<file path="src/rtl/mesh_sched_pkg.sv">
`default_nettype none
// ============================================================================
// Package : mesh_sched_pkg
// Brief   : Shared types, constants and the round-robin scan helper for the
//           mesh terminal pop scheduler.
// Rev     : 1.0  initial release
// ============================================================================
package mesh_sched_pkg;

    // Width of the optional statistics counters.
    localparam int STAT_W = 32;

    // Largest terminal count the scan helper handles. The request vector is
    // zero-padded to this width, so scanning to the top and wrapping gives the
    // same answer as wrapping at the real terminal count.
    localparam int RR_MAXN = 64;

    typedef enum logic [1:0] {
        S_IDLE = 2'd0,
        S_POP  = 2'd1,
        S_WAIT = 2'd2
    } sched_state_t;

    // Index of the first set bit scanning ptr, ptr+1, ... with wrap; -1 if none.
    function automatic int rr_first(input logic [RR_MAXN-1:0] pend, input int ptr);
        int res;
        int idx;
        res = -1;
        // Walk the scan order backwards so the earliest hit overwrites later ones.
        for (int k = RR_MAXN - 1; k >= 0; k--) begin
            idx = (ptr + k) % RR_MAXN;
            if (pend[idx]) begin
                res = idx;
            end
        end
        return res;
    endfunction

endpackage : mesh_sched_pkg
`default_nettype wire

</file>
<file path="src/rtl/mesh_term_pop_scheduler_if.sv">
`default_nettype none
// ============================================================================
// Interface : mesh_term_pop_scheduler_if
// Brief     : Terminal-side (pndng/data_out/pop) and sink-side (valid/ready)
//             signals of the mesh terminal pop scheduler.
//             Optional counters appear when MESH_SCHED_STATS_EN is defined.
// Rev       : 1.0  initial release
// ============================================================================
interface mesh_term_pop_scheduler_if
    import mesh_sched_pkg::*;
#(
    parameter int NTERM   = 16,
    parameter int pckg_sz = 40,
    parameter int IDW     = 4
) ();

    logic [NTERM-1:0]              pndng;
    logic [NTERM-1:0][pckg_sz-1:0] data_out;
    logic [NTERM-1:0]              pop;
    logic                          out_valid;
    logic                          out_ready;
    logic [pckg_sz-1:0]            out_data;
    logic [IDW-1:0]                out_src;
    logic                          busy;
`ifdef MESH_SCHED_STATS_EN
    logic [STAT_W-1:0]             stat_pops;
    logic [STAT_W-1:0]             stat_stall;

    modport master (
        input  pndng, data_out, out_ready,
        output pop, out_valid, out_data, out_src, busy, stat_pops, stat_stall
    );
    modport slave (
        output pndng, data_out, out_ready,
        input  pop, out_valid, out_data, out_src, busy, stat_pops, stat_stall
    );
`else
    modport master (
        input  pndng, data_out, out_ready,
        output pop, out_valid, out_data, out_src, busy
    );
    modport slave (
        output pndng, data_out, out_ready,
        input  pop, out_valid, out_data, out_src, busy
    );
`endif

endinterface : mesh_term_pop_scheduler_if
`default_nettype wire

</file>
<file path="src/rtl/mesh_rr_picker.sv">
`default_nettype none
// ============================================================================
// Module : mesh_rr_picker
// Brief  : Combinational round-robin picker: first requester at or after ptr,
//          wrapping past the last terminal.
// Rev    : 1.0  initial release
// ============================================================================
module mesh_rr_picker
    import mesh_sched_pkg::*;
#(
    parameter int NTERM = 16,
    parameter int IDW   = 4
) (
    input  logic [NTERM-1:0] req,
    input  logic [IDW-1:0]   ptr,
    output logic             gnt_vld,
    output logic [IDW-1:0]   gnt_idx
);

    logic [RR_MAXN-1:0] req_ext;
    int                 scan_hit;

    // Pad the request vector and run the wrapping scan from ptr.
    always_comb begin
        req_ext              = '0;
        req_ext[NTERM-1:0]   = req;
        scan_hit             = rr_first(req_ext, int'(ptr));
        gnt_vld              = |req;
        gnt_idx              = (scan_hit < 0) ? '0 : IDW'(scan_hit);
    end

endmodule : mesh_rr_picker
`default_nettype wire

</file>
<file path="src/rtl/mesh_term_pop_scheduler.sv">
`default_nettype none
// ============================================================================
// Module : mesh_term_pop_scheduler
// Brief  : Drains the mesh edge terminals into one tagged stream. Round-robin
//          grant, one registered pop pulse per grant, then a dead cycle so the
//          terminal's show-ahead head can settle.
//          Define MESH_SCHED_STATS_EN to add grant / stall counters.
// Rev    : 1.0  initial release
// ============================================================================
module mesh_term_pop_scheduler
    import mesh_sched_pkg::*;
#(
    parameter int ROWS    = 4,
    parameter int COLUMS  = 4,
    parameter int pckg_sz = 40
) (
    input  logic                          clk,
    input  logic                          reset,
    mesh_term_pop_scheduler_if.master     bus
);

    localparam int NTERM = ROWS * 2 + COLUMS * 2;
    localparam int IDW   = $clog2(NTERM);

    sched_state_t       state_q, state_d;
    logic [IDW-1:0]     rr_ptr_q, rr_ptr_d;
    logic [NTERM-1:0]   pop_q, pop_d;
    logic               out_valid_q, out_valid_d;
    logic [pckg_sz-1:0] out_data_q, out_data_d;
    logic [IDW-1:0]     out_src_q, out_src_d;

    logic               gnt_vld;
    logic [IDW-1:0]     gnt_idx;
    logic               grant;
    logic               accept;

    mesh_rr_picker #(
        .NTERM (NTERM),
        .IDW   (IDW)
    ) u_picker (
        .req     (bus.pndng),
        .ptr     (rr_ptr_q),
        .gnt_vld (gnt_vld),
        .gnt_idx (gnt_idx)
    );

    // Next-state: grant in IDLE, then POP, then the settle cycle; output register alongside.
    always_comb begin
        state_d     = state_q;
        rr_ptr_d    = rr_ptr_q;
        pop_d       = '0;
        out_valid_d = out_valid_q;
        out_data_d  = out_data_q;
        out_src_d   = out_src_q;
        accept      = out_valid_q & bus.out_ready;
        grant       = (state_q == S_IDLE) & gnt_vld & (~out_valid_q | bus.out_ready);

        if (accept) begin
            out_valid_d = 1'b0;
        end

        case (state_q)
            S_IDLE: begin
                // A capture overrides the accept-clear so back-to-back packets have no bubble.
                if (grant) begin
                    out_valid_d    = 1'b1;
                    out_data_d     = bus.data_out[gnt_idx];
                    out_src_d      = gnt_idx;
                    pop_d[gnt_idx] = 1'b1;
                    rr_ptr_d       = (gnt_idx == IDW'(NTERM - 1)) ? '0 : gnt_idx + 1'b1;
                    state_d        = S_POP;
                end
            end
            S_POP:   state_d = S_WAIT;
            S_WAIT:  state_d = S_IDLE;
            default: state_d = S_IDLE;
        endcase
    end

    // State and output registers; reset takes effect immediately, dropping any held packet.
    always_ff @(posedge clk or posedge reset) begin
        if (reset) begin
            state_q     <= S_IDLE;
            rr_ptr_q    <= '0;
            pop_q       <= '0;
            out_valid_q <= 1'b0;
            out_data_q  <= '0;
            out_src_q   <= '0;
        end else begin
            state_q     <= state_d;
            rr_ptr_q    <= rr_ptr_d;
            pop_q       <= pop_d;
            out_valid_q <= out_valid_d;
            out_data_q  <= out_data_d;
            out_src_q   <= out_src_d;
        end
    end

    assign bus.pop       = pop_q;
    assign bus.out_valid = out_valid_q;
    assign bus.out_data  = out_data_q;
    assign bus.out_src   = out_src_q;
    assign bus.busy      = (state_q != S_IDLE);

`ifdef MESH_SCHED_STATS_EN
    logic [STAT_W-1:0] stat_pops_q, stat_pops_d;
    logic [STAT_W-1:0] stat_stall_q, stat_stall_d;

    // Saturating counters: grants, and cycles where work waits behind a stalled sink.
    always_comb begin
        stat_pops_d  = stat_pops_q;
        stat_stall_d = stat_stall_q;
        if (grant && (stat_pops_q != '1)) begin
            stat_pops_d = stat_pops_q + 1'b1;
        end
        if ((|bus.pndng) && out_valid_q && !bus.out_ready && (stat_stall_q != '1)) begin
            stat_stall_d = stat_stall_q + 1'b1;
        end
    end

    // Counter registers.
    always_ff @(posedge clk or posedge reset) begin
        if (reset) begin
            stat_pops_q  <= '0;
            stat_stall_q <= '0;
        end else begin
            stat_pops_q  <= stat_pops_d;
            stat_stall_q <= stat_stall_d;
        end
    end

    assign bus.stat_pops  = stat_pops_q;
    assign bus.stat_stall = stat_stall_q;
`endif

    // The granted terminal must keep its packet pending while it is being popped.
    a_pndng_held_in_pop: assert property (@(posedge clk) disable iff (reset)
        (state_q == S_POP) |-> bus.pndng[out_src_q]);

    // Never more than one terminal popped in a cycle.
    a_pop_onehot: assert property (@(posedge clk) disable iff (reset)
        $onehot0(pop_q));

endmodule : mesh_term_pop_scheduler
`default_nettype wire

</file>
<file path="src/flat_wrapper.sv">
// flat-port wrapper written by rule: the top's interface ports become plain ports
module mesh_term_pop_scheduler_flat import mesh_sched_pkg::*;
#(
    parameter int ROWS    = 4,
    parameter int COLUMS  = 4,
    parameter int pckg_sz = 40
)
  (clk, reset, bus_pndng, bus_data_out, bus_out_ready, bus_pop, bus_out_valid, bus_out_data, bus_out_src, bus_busy);
  mesh_term_pop_scheduler_if #(.NTERM((16)), .pckg_sz(pckg_sz), .IDW((4))) bus_i ();
  input  logic clk;
  input  logic reset;
  input wire logic [$bits(bus_i.pndng)-1:0] bus_pndng;
  input wire logic [$bits(bus_i.data_out)-1:0] bus_data_out;
  input wire logic [$bits(bus_i.out_ready)-1:0] bus_out_ready;
  output wire logic [$bits(bus_i.pop)-1:0] bus_pop;
  output wire logic [$bits(bus_i.out_valid)-1:0] bus_out_valid;
  output wire logic [$bits(bus_i.out_data)-1:0] bus_out_data;
  output wire logic [$bits(bus_i.out_src)-1:0] bus_out_src;
  output wire logic [$bits(bus_i.busy)-1:0] bus_busy;
  assign bus_i.pndng = bus_pndng;
  assign bus_i.data_out = bus_data_out;
  assign bus_i.out_ready = bus_out_ready;
  assign bus_pop = bus_i.pop;
  assign bus_out_valid = bus_i.out_valid;
  assign bus_out_data = bus_i.out_data;
  assign bus_out_src = bus_i.out_src;
  assign bus_busy = bus_i.busy;
  mesh_term_pop_scheduler #(.ROWS(ROWS), .COLUMS(COLUMS), .pckg_sz(pckg_sz)) u_core (.clk(clk), .reset(reset), .bus(bus_i));
endmodule
</file>
<file path="config.mk">
export PLATFORM = sky130hd
export DESIGN_NAME = mesh_term_pop_scheduler_flat
export DESIGN_NICKNAME = d
export VERILOG_FILES = /design/src/rtl/mesh_sched_pkg.sv /design/src/rtl/mesh_term_pop_scheduler_if.sv /design/src/rtl/mesh_rr_picker.sv /design/src/rtl/mesh_term_pop_scheduler.sv /design/src/flat_wrapper.sv
export SDC_FILE = /design/constraint.sdc
export NUM_CORES = 1
export LEC_CHECK = 0
export CAP_MARGIN = 5
export CORE_AREA = 2 2 281 283
export DETAILED_ROUTE_END_ITERATION = 16
export DIE_AREA = 0 0 283 285
export PLACE_DENSITY_LB_ADDON = 0.2
export SYNTH_ARGS = -nofsm -noshare
export SYNTH_HDL_FRONTEND = slang
export SYNTH_SLANG_ARGS = --single-unit
</file>
<file path="constraint.sdc">
create_clock -name clk -period 6.7 [get_ports clk]
set_input_delay 1.34 -clock clk [delete_from_list [all_inputs] [get_ports clk]]
set_output_delay 1.34 -clock clk [all_outputs]
set_load 0.01 [all_outputs]
</file>
== After elaboration in Yosys (flattened, before gate mapping) ==
Index checks and enable logic that the tools add are counted.

* Output and inout bits: 62
* Register bits after elaboration: 67

* Add/sub/neg operators: 64
* Bitwise logic cells: 68
* Multiplexer cells: 268
* Reductions and logical operators: 68
* $lt $le $gt $ge: 67
* Equal/unequal tests: 3

{| class="wikitable"
|+ Operators with widths
! operator !! count
|-
| 32-bit 2-to-1 mux || 64
|-
| 7-bit by 8-bit < comparator with 1-bit output (second input constant) || 63
|-
| 1-bit binary-select mux with 6-bit select || 63
|-
| 6-bit OR reduction || 63
|-
| 4-bit by 6-bit adder with 6-bit output (second input constant) || 32
|-
| 40-bit binary-select mux with 4-bit select || 1
|-
| 1-bit 2-to-1 mux || 131
|-
| 4-bit by 5-bit adder with 6-bit output (second input constant) || 16
|-
| 1-bit AND (first input constant) || 63
|-
| 4-bit by 4-bit adder with 5-bit output (second input constant) || 8
|-
| 40-bit 2-to-1 mux || 1
|-
| 32-bit by 1-bit < comparator with 1-bit output (second input constant) || 1
|-
| 16-bit 2-to-1 mux || 2
|-
| 4-bit by 3-bit adder with 5-bit output (second input constant) || 4
|-
| 16-bit OR reduction || 1
|-
| 4-bit by 2-bit adder with 5-bit output (second input constant) || 2
|-
| 4-bit 2-to-1 mux || 2
|-
| 4-bit by 7-bit < comparator with 1-bit output (second input constant) || 1
|-
| 4-bit by 1-bit adder with 5-bit output (second input constant) || 1
|-
| 4-bit by 5-bit < comparator with 1-bit output (second input constant) || 1
|-
| 4-bit by 1-bit adder with 4-bit output (second input constant) || 1
|-
| 1-bit binary-select mux with 4-bit select || 1
|-
| 1-bit demux with 4-bit select || 1
|-
| 4-bit equality test (second input constant) || 1
|-
| 12 further kinds || 14
|}

== Longest topological paths before layout ==
* Word-level depth: 78
* Gate-level depth with buffers: 27

== Hierarchy ==
Synthesis repeated with hierarchy kept, for this count alone.

* Cells, all modules: 1308
* Area, all modules: 11753.8 µm²

{| class="wikitable"
|+ Modules (own cells, without submodules)
! module !! area each (µm²) !! cells an instance !! times used
|-
| mesh_term_pop_scheduler || 7284.5 || 669 || 1
|-
| mesh_rr_picker || 4469.3 || 639 || 1
|}

== Worst setup path before layout ==
Ideal clock, no wire load.

* Path kind: reg2reg
* From: register u_core.rr_ptr_q[1]
* To: register u_core.out_data_q[27] (netlist: u_core.bus.out_data[27])
* Setup time: 0.132 ns
* Arrival time: 5.752 ns
* Period minus slack after synthesis: 5.884 ns
* Setup slack: 0.816 ns
* Stages on the path, launching flop included: 26
* Path through: dfrtp_1 -> buf_2 -> buf_6 -> buf_4 -> buf_1 -> inv_1 -> clkbuf_1 -> ha_1 -> ha_1 -> clkbuf_1 -> buf_1 -> mux4_2 -> o22a_1 -> nand3_1 -> nand2_1 -> or4_1 -> nor4_2 -> nand3b_2 -> o311a_1 -> o31ai_2 -> buf_2 -> buf_2 -> mux2i_1 -> o22ai_1 -> nor4_1 -> o21ai_1

* Longest elaborated chain between the ends: 72
* Elaborated cells between the ends (all ways): 448
* Those cells by class: add/sub (63); order compare (1); mux (258); bitwise (63); reduce/logical (63)

{| class="wikitable"
|+ Ends and longest elaborated chain
! what !! line !! text
|-
| from (decl) || mesh_term_pop_scheduler.sv:26 || <nowiki>logic [IDW-1:0] rr_ptr_q, rr_ptr_d;</nowiki>
|-
| from (signal assigned) || mesh_term_pop_scheduler.sv:91 || <nowiki>rr_ptr_q <= rr_ptr_d;</nowiki>
|-
| 4-bit by 6-bit adder with 6-bit output || mesh_sched_pkg.sv:31 || <nowiki>idx = (ptr + k) % RR_MAXN;</nowiki>
|-
| 1-bit binary-select mux with 6-bit select || mesh_sched_pkg.sv:32 || <nowiki>if (pend[idx]) begin</nowiki>
|-
| 1-bit 2-to-1 mux (not written as such) (2 in a row) || mesh_sched_pkg.sv:32 ||
|-
| 32-bit 2-to-1 mux (63 in a row) || mesh_sched_pkg.sv:32 ||
|-
| 32-bit 2-to-1 mux (*) || mesh_sched_pkg.sv:32 ||
|-
| 32-bit by 1-bit < comparator with 1-bit output || mesh_rr_picker.sv:29 || <nowiki>gnt_idx = (scan_hit < 0) ? '0 : IDW'(scan_hit);</nowiki>
|-
| 4-bit 2-to-1 mux (*) || mesh_rr_picker.sv:29 ||
|-
| 40-bit binary-select mux with 4-bit select (*) || mesh_term_pop_scheduler.sv:67 || <nowiki>out_data_d = bus.data_out[gnt_idx];</nowiki>
|-
| 40-bit 2-to-1 mux (not written as such) (*) || mesh_term_pop_scheduler.sv:67 ||
|-
| to (signal assigned) || mesh_term_pop_scheduler.sv:94 || <nowiki>out_data_q <= out_data_d;</nowiki>
|-
| to (decl) || mesh_term_pop_scheduler.sv:29 || <nowiki>logic [pckg_sz-1:0] out_data_q, out_data_d;</nowiki>
|}

Every way passes the cells marked *; elsewhere a longest branch is shown, timed or not. The select of a mux whose other input is x is not followed.
A chain may end at the register's enable or synchronous reset.

== Worst setup path in the final report ==
* From: input bus_pndng[9]
* To: register u_core.out_data_q[19] (netlist: u_core.bus.out_data[19])

* Longest elaborated chain between the ends: 71
* Elaborated cells between the ends (all ways): 263
* Those cells by class: order compare (1); mux (258); bitwise (2); reduce/logical (2)

{| class="wikitable"
|+ Ends and longest elaborated chain
! what !! line !! text
|-
| from (decl) || flat_wrapper.sv:12 || <nowiki>input wire logic [$bits(bus_i.pndng)-1:0] bus_pndng;</nowiki>
|-
| 1-bit binary-select mux with 6-bit select || mesh_sched_pkg.sv:32 ||
|-
| 1-bit 2-to-1 mux (not written as such) (2 in a row) || mesh_sched_pkg.sv:32 ||
|-
| 32-bit 2-to-1 mux (64 in a row) || mesh_sched_pkg.sv:32 ||
|-
| 32-bit by 1-bit < comparator with 1-bit output || mesh_rr_picker.sv:29 ||
|-
| 4-bit 2-to-1 mux || mesh_rr_picker.sv:29 ||
|-
| 40-bit binary-select mux with 4-bit select || mesh_term_pop_scheduler.sv:67 ||
|-
| 40-bit 2-to-1 mux (not written as such) || mesh_term_pop_scheduler.sv:67 ||
|}

Several ways; a longest one is shown, not always the timed one. The select of a mux whose other input is x is not followed.

==> impl_metrics.csv <==
group,metric,value,unit
run_status,status,"completed",
timing,min_period,6508,ps
die,die_y,285,um
cts,ctsHoldBuffers,0,
synthesis,syn_avg_cell_area,8.129,um^2
synthesis,yosys.area.top_type,"mux2i_1",
cts,clock-sinks,67,
worst_setup_path,cp-end-kind,"flop",
final_layout,layout.cells.non_filler,3458,
final_layout,syn_to_final_growth,90.30,%
cts,tritoncts,"yes",
global_routing,grt.total_usage,26.21,%
final_layout,nets,3071,
synthesis,yosys.area.top_type_share,29.73,%
die,dieArea,80660,um^2
detailed_routing,firstDrtPassIters,6,
worst_setup_path,worstSetupStartpointType,"input port",
worst_setup_path,crit_fanout,8,
global_routing,grt_start_max_net_pins,63,
placed_design,place_inst,3434,
global_routing,grt_pass1_wl,146200,um
die,start_util,15.50,%
die,die_x,283,um
detailed_routing,viasPerCell,4.857,
synthesis,ys_ff_latch,67,
synthesis,synth_top_cells_by_area,"mux2i_1 30%, dfrtp_1 14%, o22ai_1 8.5%",
timing,clock_skew,18.41,ps
timing,drv_slew,0,
timing,rsz0062_at_grt,"false",
cts,numCtsBuffers,9,
global_routing,grt.overflow.total,0,
final_layout,fillCellCount,8316,
cts,insertion_delay,380,ps
synthesis,async_flop_share,100.0,%
timing,period_share,97.14,%
hold_path,worst_hold_path_type,"reg -> reg",
die,fp-row-count,103,
detailed_routing,wl,109900,um
synthesis,syn_nets,2163,
detailed_routing,vias,16796,
timing,setup_slack,191.5,ps
detailed_routing,drc,0,
placed_design,port_buffers,720,
global_routing,grt_antenna_before_repair,34,
die,coreArea,77970,um^2
worst_setup_path,worstPathArrival,6750,ps
cts,clockBufferDepth,2,
worst_setup_path,path_class,"in -> reg",
synthesis,ys.flop_type,"dfrtp_1",
cts,clkTransAtPathRegs,70,ps
die,ioPinCount,721,
timing,hold_viol,0,
timing,tns,0,ps
global_routing,grt_pass1_vias,17277,
synthesis,syn_inst,1487,
timing,slew_headroom,41.55,%
cts,htreeDepth,3,
placed_design,dp_hpwl,95860,um
detailed_routing,drt_iter0_drc,1421,
final_layout,drive_gt1_share,16.92,%
synthesis,synth.distinct_cells,88,
job,drv_cap,0,
detailed_routing,ant_nets,0,
timing,tightestPinTransition,874.4,ps
synthesis,yosys_warnings,0,
placed_design,finalWeightedCongestion,0.9395,
worst_setup_path,required,6940,ps
placed_design,dp_slack,-410.4,ps
detailed_routing,wire_per_inst,31.77,um
timing,setup_violations,0,
timing,max_freq,0.1536,GHz
cts,root_buffer,"clkbuf_16",
synthesis,syn_area,12090,um^2
synthesis,synth_edf_count,0,
synthesis,synth_seq_area_share,13.87,%
==> sequential cells by signal, summed over array words and instances, names as in the netlist <==
signal / flops
u_core.bus.out_data: 40
u_core.bus.out_valid: 1
u_core.bus.out_src: 4
u_core.rr_ptr_q: 4
u_core.state_q: 2
u_core.bus.pop: 16
==> synth_stat cells, types with 5 or more instances <==
master	count
a211oi_1	9
a21o_1	8
a21oi_1	51
a2bb2oi_1	7
a311oi_1	5
a31oi_1	15
and2_1	15
and3_1	13
and4_1	6
buf_2	56
buf_4	7
buf_6	14
clkbuf_1	49
dfrtp_1	67
ha_1	17
inv_1	15
inv_2	5
mux2_2	9
mux2i_1	359
mux4_2	32
nand2_1	136
nand2b_1	13
nand3_1	30
nand3b_1	7
nand4_1	11
nor2_1	67
nor2b_1	11
nor3_1	18
nor3b_1	7
nor4_1	44
o2111ai_1	6
o211ai_1	10
o21a_1	7
o21ai_0	34
o21ai_1	44
o22ai_1	165
o31ai_1	9
or2_1	5
or3_1	7
xnor2_1	10
==> layout by cell type (no fill, tap or decap), types with 7 or more instances in the layout <==
cell and n:
and2_1 15, ha_1 17, o21a_1 7, nand3_1 29
buf_4 276, a31oi_1 15, nor3b_1 7, clkdlybuf4s50_1 720
nor2_1 67, nand2b_1 11, a2bb2oi_1 7, nand2_1 133
xnor2_1 10, buf_12 30, a211oi_1 9, o21ai_1 44
dfrtp_1 65, and3_1 13, inv_1 14, clkbuf_16 9
nor4_1 41, a21o_1 8, nand4_1 11, nor3_1 18
mux2i_1 358, a21oi_1 51, o22ai_1 165, o211ai_1 10
mux2_2 9, o21ai_0 34, o31ai_1 9, mux4_2 32
nand3b_1 7, nor2b_1 11, diode_2 8, or3_1 7
==> stage by stage <==
step	util [%]	area [um^2]	hold slack, ps
after floorplan	-	12090	403.1
after global placement	29.05	22650	416.6
after detailed placement	29.05	22650	417.1
after CTS	29.46	22970	425.5
after global routing	29.50	23000	445.1
final	29.50	23000	423.9
==> logic make-up (layout without fill, tap and decap cells) <==
| kind of cell | count (synthesis) | in the layout | share of synthesized area, % |
|---|---|---|---|
| other cells | 0 | 8 | 0 |
| xor+xnor | 13 | 13 | 0.9419 |
| mux | 400 | 400 | 36.53 |
| compound gates | 424 | 424 | 22.72 |
| buf+inv | 151 | 1064 | 6.355 |
| flops | 67 | 67 | 13.87 |
| simple gates | 415 | 415 | 17.82 |
| fa+ha+maj | 17 | 17 | 1.760 |
==> repair_timing <==
item | CTS | global route
buffers inserted | 0 | 0
cloned | 0 | 0
resized for setup | 1 | 3
endpoints found under the setup margin | 1 | 5
==> critical path, stage by stage <==
cell,delay [ps]
clkdlybuf4s50_1,580
mux4_2,690
mux4_2,570
nor2b_1,280
or4_4,580
a21o_1,220
nor2_1,90
nand2_1,60
o31ai_1,480
buf_4,200
a41o_1,200
buf_4,160
or2_2,180
buf_12,160
buf_4,130
o22ai_1,100
nor4_1,580
o21ai_1,110
==> path summary, 6_finish.rpt <==
check / startpoint / end / slack, ps / cells after the start
setup / recovery: bus_pndng[9] / u_core.bus.out_data[19] / 190 / 18
hold / removal: u_core.state_q[1] / u_core.state_q[1] / 420 / 1
setup reg to reg: u_core.rr_ptr_q[2] / u_core.bus.out_data[19] / 350 / 22
hold reg to reg: u_core.state_q[1] / u_core.state_q[1] / 420 / 1
max in group asynchronous: reset / u_core.bus.out_data[33] / 4220 / 3
min in group asynchronous: reset / u_core.bus.out_data[8] / 1270 / 2
==> layout make-up <==
type	count	area (um^2)	area share [%]
diodes	8	20.02	0.08703
clock buffers	11	252.7	1.099
clock inverters	5	60.06	0.2611
inverters	22	85.08	0.3699
multi-input cells	1269	9713	42.22
flip-flops and latches	67	1679	7.299
well taps	1050	1314	5.711
repair buffers	1026	9879	42.95
==> layer usage <==
metal / vias to the layer above / GRT usage (%) / routed length (um)
met5: - / 0 / 36
met4: 6 / 6.755 / 2831
met3: 113 / 6.112 / 8173
met2: 808 / 44.59 / 53020
met1: 8237 / 33.20 / 45810
li1: 7632 / - / -
Power is left out: the tool's default activity adds up to more than one toggle a clock period on the data nets, which glitch-free logic cannot reach.
